===== config.mk =====
export PLATFORM = sky130hd
export DESIGN_NAME = serial_accum
export DESIGN_NICKNAME = d
export VERILOG_FILES = /design/src/rtl/serial_accum.sv
export SDC_FILE = /design/constraint.sdc
export NUM_CORES = 1
export LEC_CHECK = 0
export CORE_MARGIN = 2
export CORE_UTILIZATION = 38
export DETAILED_ROUTE_END_ITERATION = 12
export PLACE_DENSITY = 0.61
export SYNTH_ARGS = -nofsm -noshare
export SYNTH_HDL_FRONTEND = slang
export SYNTH_SLANG_ARGS = --single-unit

===== constraint.sdc =====
create_clock -name clk -period 3.81 [get_ports clk]
set_clock_uncertainty 0.1 [all_clocks]
set_input_delay 1.143 -clock clk [delete_from_list [all_inputs] [get_ports clk]]
set_output_delay 1.143 -clock clk [all_outputs]
set_load 0.05 [all_outputs]

===== src/rtl/serial_accum.sv =====
// Bit-serial unsigned accumulator: one full-adder slice plus a carry flop adds
// each accepted operand into the running total over WIDTH clocks, LSB first.
module serial_accum #(
  parameter int WIDTH  = 8,
  parameter bit SAT_EN = 1'b1
) (
  input  logic             clk,
  input  logic             rst,
  input  logic             clr,
  input  logic             in_valid,
  output logic             in_ready,
  input  logic [WIDTH-1:0] din,
  input  logic             sat_mode,
  output logic [WIDTH-1:0] acc,
  output logic             acc_valid,
  output logic             ovf,
  output logic             busy
);

  // state  | meaning
  // IDLE   | waiting for an operand; in_ready high unless clr
  // SHIFT  | one sum bit per clock into the shadow copy, LSB first
  // COMMIT | carry holds the final carry-out; write acc and ovf

  localparam int CW = (WIDTH > 1) ? $clog2(WIDTH) : 1;
  localparam logic [CW-1:0] LAST = CW'(WIDTH - 1);

  typedef enum logic [1:0] {
    IDLE   = 2'd0,
    SHIFT  = 2'd1,
    COMMIT = 2'd2
  } state_t;

  state_t           state;
  logic [WIDTH-1:0] opnd;
  logic [WIDTH-1:0] sh;
  logic [CW-1:0]    cnt;
  logic             carry;
  logic             sat;
  logic             bit_a;
  logic             bit_b;

  assign in_ready = (state == IDLE) && !clr;
  assign busy     = (state != IDLE);
  assign bit_a    = opnd[cnt];
  assign bit_b    = sh[cnt];

  always_ff @(posedge clk) begin
    if (rst) begin
      state     <= IDLE;
      acc       <= '0;
      ovf       <= 1'b0;
      acc_valid <= 1'b0;
      opnd      <= '0;
      sh        <= '0;
      cnt       <= '0;
      carry     <= 1'b0;
      sat       <= 1'b0;
    end else if (clr) begin
      // An aborted op never commits; acc and ovf restart from zero.
      state     <= IDLE;
      acc       <= '0;
      ovf       <= 1'b0;
      acc_valid <= 1'b0;
      cnt       <= '0;
      carry     <= 1'b0;
    end else begin
      acc_valid <= 1'b0;
      case (state)
        IDLE: begin
          if (in_valid) begin
            opnd  <= din;
            sh    <= acc;
            sat   <= SAT_EN && sat_mode;
            carry <= 1'b0;
            cnt   <= '0;
            state <= SHIFT;
          end
        end
        SHIFT: begin
          sh[cnt] <= bit_a ^ bit_b ^ carry;
          carry   <= (bit_a & bit_b) | (bit_a & carry) | (bit_b & carry);
          cnt     <= cnt + 1'b1;
          if (cnt == LAST) begin
            state <= COMMIT;
          end
        end
        COMMIT: begin
          acc       <= (carry && sat) ? '1 : sh;
          ovf       <= ovf | carry;
          acc_valid <= 1'b1;
          state     <= IDLE;
        end
        default: state <= IDLE;
      endcase
    end
  end

endmodule


## Word-level counts from Yosys, hierarchy flattened

Index checks and enable logic that the tools add are counted.

- Register bits after elaboration: 33
- Input bits: 13
- Output and inout bits: 12
- Logic and storage cells: 56

- $add $sub $neg: 1
- $lt $le $gt $ge: 2
- Eq/ne operators: 5
- Muxes and demuxes: 18
- Bitwise gates (word level): 9
- Reduce and logical (&&, ||, !) cells: 12

Operators by type and width:

| operator | number |
|---|---|
| $mux W8 | 2 |
| $pmux W8 S2 | 1 |
| $bwmux W8 | 1 |
| $bmux W1 S3 | 2 |
| $pmux W3 S2 | 1 |
| $reduce_and A3 Y1 | 2 |
| $mux W1 | 5 |
| $lt A3 B4 Y1 const B | 1 |
| $mux W2 | 2 |
| $ne A2 B2 Y1 const B | 2 |
| $pmux W2 S2 | 1 |
| $reduce_and A2 Y1 | 2 |
| $reduce_bool A2 Y1 | 2 |
| $add A3 B1 Y3 const B | 1 |
| $and A1 B1 Y1 | 3 |
| $demux W1 S3 | 1 |
| $eq A3 B3 Y1 const B | 1 |
| $ge A3 B1 Y1 const B | 1 |
| $logic_and A1 B1 Y1 | 3 |
| $mux W3 | 1 |
| $or A1 B1 Y1 | 3 |
| $eq A2 B1 Y1 const B | 1 |
| $eq A2 B2 Y1 const B | 1 |
| $logic_not A2 Y1 | 1 |
| 5 further kinds | 6 |

## Longest topological paths before layout

Gate-level depths: netlist of run 1.

- Depth after elaboration: 6
- Gate-level depth with buffers: 10

## Worst setup path after synthesis of run 1

Ideal clock, no wire load.

- Kind: input to output
- Start point: input port clr
- End point: output port in_ready
- Data arrival time: 1795 ps
- Slack: 772 ps
- Stages on the path: 1
- Path through: nor3_2

- Longest elaborated chain between the ends: 2

RTL lines:

| element | line | RTL |
|---|---|---|
| start, declared | 9 | `input logic clr,` |
| $logic_not A1 Y1 | 43 | `assign in_ready = (state == IDLE) && !clr;` |
| $logic_and A1 B1 Y1 | 43 |  |
| end, declared | 11 | `output logic in_ready,` |

Every way passes these cells.

## Worst setup path in the final report of run 1

Same ends and word-level chain as after synthesis.

==> impl_metrics.toml, run 1 <==
[detailed_routing]
wl_mm = 3.58
dr.max_layer_used = "met4"
first_pass_iters = 5
dr_wl_met3_um = 197
wl_per_cell_um = 14.6
vias = 1333
first_iter_violations = 128
drt-vias-per-instance = 5.42
postRouteAntennaNets = 0
drc = 0
met2_length_mm = 1.65
met1_length_mm = 1.71

[floorplanning]
io_pins = 25
initial_core_util = 0.391
core-area_um2 = 3970
die_y_um = 67.9
rows = 23
die-width_um = 67.9
die-area_um2 = 4610

[place]
dpl.hpwl_mm = 2.41
dp.cells = 238
dp_slack_ns = 0.425
gp_congestion = 0.870
io_buffers = 24

[grt]
gr-total-overflow = 0
grt_pass1_vias = 1263
grt.total_usage = 0.171
antenna_found_initial = 0
grt_pass1_wl_mm = 5.80
grt_max_degree = 19

[setup_path]
critPathTopFamily = "buffers and inverters"
cpPeakStageDelay_ns = 0.54
path_buf_inv = 2
crit_slowest_cell = "clkdlybuf4s50_1"
critPathRequiredTime_ns = 2.57
cp-start-kind = "input port"
critical_path_arrival_ns = 2.16
worstPathCellList = "clkdlybuf4s50_1 > nor3_2 > buf_12"
end_kind = "primary output"
path_max_fanout = 7
crit_type = "input port to primary output"

[logic_synthesis]
synth_area_leaders = "dfxtp_1 43%, a21oi_1 8.4%, nand2_1 5.6%"
synth_top_family_by_area = "compound AO/OA/AOI/OAI gates"
avgSynthCellArea_um2 = 8.82
ys_seq_elements = 33
yosys.cell_count.top_type = "dfxtp_1"
synthCells = 176
ys_types = 38
synth_top_area_share = 0.425
synth_compound_area_frac = 0.239
syn_area_um2 = 1550
ys_seq_area_frac = 0.425
async_reset_ff_frac = 0
synth_mux_area_frac = 0.0556
yosys.area_share.simple = 0.184
synth_common_cells = "33 x dfxtp_1, 26 x a21oi_1, 23 x nand2_1"
syn_nets = 192
synth-adder-area-share = 0.0290
yosysTopAreaCell = "dfxtp_1"
synth-xor-area-share = 0
yosys_warnings = 0
synth_flop_cell = "dfxtp_1"
synth_edf_count = 0

[clock_network]
ctsResizeCount = 0
cts_hold_buffers = 0
cts_setup_buffers = 0
cts_num_sinks = 33
cts-root-buf = "clkbuf_8"
clk_pin_slew_ns = 0.06
clock_latency_ns = 0.28
h-tree-depth = 2
cts_buffers = 5
clk_path_buf_depth = 2
cts_tree = "built"

[sta]
timing.final.crit_share = 0.894
fin_crit_ns = 3.41
fin_ws_ns = 0.403
rsz0062_at_grt = "false"
setup_viol = 0
slew_viol_final = 0
setup_tns_ns = 0
slew_headroom = 0.622
tightest_slew_ns = 0.567
fmax_mhz = 294
finalHoldViolCount = 0

[power]
powerDensity_nw_per_um2 = 402
clkPwrFrac = 0.440
vdd_drop_max_v = 0.000155
seq_power_share = 0.474
p_total_uw = 765
swShare = 0.219
p_sw_uw = 167
p_int_uw = 598
leakagePower_nw = 0.649
p_comb_frac = 0.086

[finish]
num_antenna_cells = 0
syn_to_final_growth_pct = 22.6
nets = 211
nFillCells = 373
drive_gt1_frac = 0.107
finalNonFillerCells = 246

[hold_path]
hold_path_class = "flop to flop"

[run_status]
status = "completed"

[job]
cap_violations = 0
through the flow:
step                area [um2]  hold slack, ns  utilization
floorplan                 1550           0.332            -
global placement          1790           0.344        0.450
detailed placement        1790           0.350        0.450
CTS                       1900           0.360        0.480
global route              1900           0.380        0.480
finish                    1900           0.359        0.480
worst paths after layout:
| kind | from | endpoint | slack, ns | cells after the start |
|---|---|---|---|---|
| setup / recovery | clr | in_ready | 0.40 | 3 |
| hold / removal | opnd[6] | opnd[6] | 0.36 | 2 |
| setup reg to reg | cnt[1] | sh[1] | 0.86 | 7 |
| hold reg to reg | opnd[6] | opnd[6] | 0.36 | 2 |
registers in the layout (all words and copies together), names as in the netlist:
| name | count |
|---|---|
| sat | 1 |
| sh | 8 |
| opnd | 8 |
| acc | 8 |
| ovf | 1 |
| carry | 1 |
| acc_valid | 1 |
| state | 2 |
| cnt | 3 |
area by class of cell:
cell class,instances,area [um2],area share
clock buffers,7,86.3,0.0453
clock inverters,1,30.0,0.0158
repair buffers,26,265,0.139
flip-flops and latches,33,661,0.347
well taps,50,62.6,0.0329
multi-input cells,126,788,0.414
inverters,3,11.3,0.00591
tightest hold or removal path: stages (launching register included):
cell     delay, ns
dfxtp_1       0.31
nand2_1       0.05
a21oi_1       0.05
cell usage in the layout (no fill, tap or decap), types with 2 or more instances in the layout:
cell             count
nor2_1              17
a311oi_1             6
a22oi_1              4
dfxtp_1             33
o31ai_1              4
o22ai_1              9
buf_4                2
nor3_1               3
a21oi_1             26
mux4_2               2
or3_1                2
nand2_1             23
nor2b_1              2
ha_1                 2
clkbuf_8             6
clkdlybuf4s50_1     23
or2_2                2
mux2i_1              3
inv_1                3
nand2b_1             2
o21ai_0              3
routing by layer:
layer | GRT usage | vias up
met3 | 0.0559 | 2
li1 | - | 668
met2 | 0.257 | 40
met4 | 0.0750 | 0
met1 | 0.222 | 623
met5 | 0 | -
cell families after synthesis:
group                      Yosys count
and+or+nand+nor                     59
AOI/OAI and AO/OA                   58
DFF                                 33
buffers and inverters               17
muxes                                6
adders and majority gates            3
power by group through the flow:
stage          Clock [mW]  Combinational (mW)  Sequential [mW]
2_1_floorplan           0              0.0455            0.367
3_3_place_gp            0              0.0641            0.370
3_5_place_dp            0              0.0654            0.370
4_1_cts             0.345              0.0655            0.362
5_1_grt             0.359              0.0716            0.364
6_report            0.337              0.0657            0.363
No activity file was read; power rests on OpenSTA's default activity.
==> run 2: changes to the inputs <==
--- a/config.mk
+++ b/config.mk
@@ -5,7 +5,7 @@
 export SDC_FILE = /design/constraint.sdc
 export NUM_CORES = 1
 export LEC_CHECK = 0
-export CORE_MARGIN = 2
+export CORE_MARGIN = 1
 export CORE_UTILIZATION = 38
 export DETAILED_ROUTE_END_ITERATION = 12
 export PLACE_DENSITY = 0.61
==> impl_metrics.toml, run 2 (synthesized netlist as in run 1, its figures left out) <==
[setup_path]
reg2reg_slack_ns = 0.90
critPathTopFamily = "buffers and inverters"
ff2ff_path_depth = 7
r2r_end = "sh[1]"
critical_path_arrival_ns = 2.15
critPathRequiredTime_ns = 2.57
cp-start-kind = "input port"
worstPathCellList = "clkdlybuf4s50_1 > nor3_2 > buf_12"
reg2reg_from = "cnt[1]"
crit_slowest_cell = "clkdlybuf4s50_1"
path_max_fanout = 7
end_kind = "primary output"
crit_type = "input port to primary output"
path_buf_inv = 2
cpPeakStageDelay_ns = 0.53

[sta]
finalHoldViolCount = 0
fin_crit_ns = 3.40
tightest_slew_ns = 0.522
fmax_mhz = 294
timing.final.crit_share = 0.892
setup_viol = 0
slew_headroom = 0.652
slew_viol_final = 0
rsz0062_at_grt = "false"
setup_tns_ns = 0

[clock_network]
cts_tree = "built"
ctsResizeCount = 0
cts_setup_buffers = 0
clk_path_buf_depth = 2
clock_latency_ns = 0.27
cts_buffers = 5
clk_pin_slew_ns = 0.06
cts_hold_buffers = 0
cts_num_sinks = 33
cts-root-buf = "clkbuf_8"
h-tree-depth = 2

[detailed_routing]
first_pass_iters = 4
drc = 0
drt-vias-per-instance = 5.45
wl_mm = 3.44
wl_per_cell_um = 14.1
vias = 1324
postRouteAntennaNets = 0
first_iter_violations = 86

[finish]
final_common_cell = "dfxtp_1"
reg_top3 = "acc x8, opnd x8, sh x8"
finalNonFillerCells = 243
final_cell_mix = "33 x dfxtp_1, 26 x a21oi_1, 23 x nand2_1, 23 x clkdlybuf4s50_1, 17 x nor2_1"
num_antenna_cells = 0
nets = 211
syn_to_final_growth_pct = 20.5
drive_gt1_frac = 0.103

[grt]
grt.total_usage = 0.184
grt_pass1_wl_mm = 6.10
gr-total-overflow = 0
antenna_found_initial = 0
grt_max_degree = 19
grt_pass1_vias = 1298

[place]
gp_congestion = 0.842
dpl.hpwl_mm = 2.37
dp.cells = 236
io_buffers = 24

[hold_path]
min_from = "opnd[1]"
hold_end = "opnd[1]"
hold_path_class = "flop to flop"
hold_depth = 2

[power]
powerDensity_nw_per_um2 = 367
vdd_drop_max_v = 0.000213
leakagePower_nw = 0.635

[floorplanning]
die-area_um2 = 4350
core-area_um2 = 3800
die_y_um = 65.9
rows = 22
initial_core_util = 0.409
die-width_um = 65.9
io_pins = 25

[run_status]
status = "completed"

[job]
cap_violations = 0
[run 2: worst max-delay path by stage]
stage | to | slack (ns) | startpoint | depth (start not counted)
2_1_floorplan | in_ready | 0.77 | clr | 1
3_3_place_gp | in_ready | 0.43 | clr | 3
3_5_place_dp | in_ready | 0.42 | clr | 3
4_1_cts | in_ready | 0.41 | clr | 3
5_1_grt | in_ready | 0.37 | clr | 3
6_report | in_ready | 0.41 | clr | 3
[run 2: tightest hold or removal path: cells and delay by family, from the launching register on]
family	cells	cell delay, ns
DFF	1	0.31
AOI/OAI and AO/OA	1	0.05
and+or+nand+nor	1	0.05
[run 2: through the flow]
step                setup WS, ns  power, mW  utilization  hold WS (ns)  cell area (um2)
detailed placement         0.420      0.435        0.470         0.346             1790
global route               0.373      0.714        0.493         0.380             1870
finish                     0.412      0.686        0.493         0.358             1870
global placement           0.426      0.434        0.470         0.346             1790
floorplan                  0.772      0.412            -         0.332             1550
CTS                        0.412      0.688        0.493         0.355             1870
[run 2: power breakdown]
group | internal (mW) | switching, mW
registers | 0.355 | 0.00821
clock network | 0.143 | 0.115
logic | 0.0301 | 0.0351
total | 0.528 | 0.158
[run 2: layer usage]
| metal | wire length, um | up-vias | part of all wire | global-route usage |
|---|---|---|---|---|
| li1 | - | 662 | - | - |
| met4 | 36 | 0 | 0.010 | 0.0571 |
| met5 | 0 | - | 0 | 0 |
| met1 | 1630 | 626 | 0.47 | 0.243 |
| met2 | 1610 | 31 | 0.47 | 0.293 |
| met3 | 164 | 5 | 0.048 | 0.0448 |
[run 2: final cells by class]
type,count,area [um2]
Clock buffer,7,86.3
Inverter,3,11.3
Sequential cell,33,661
Tap cell,48,60.1
Fill cell,372,1930
Multi-Input combinational cell,126,788
Timing Repair Buffer,26,265
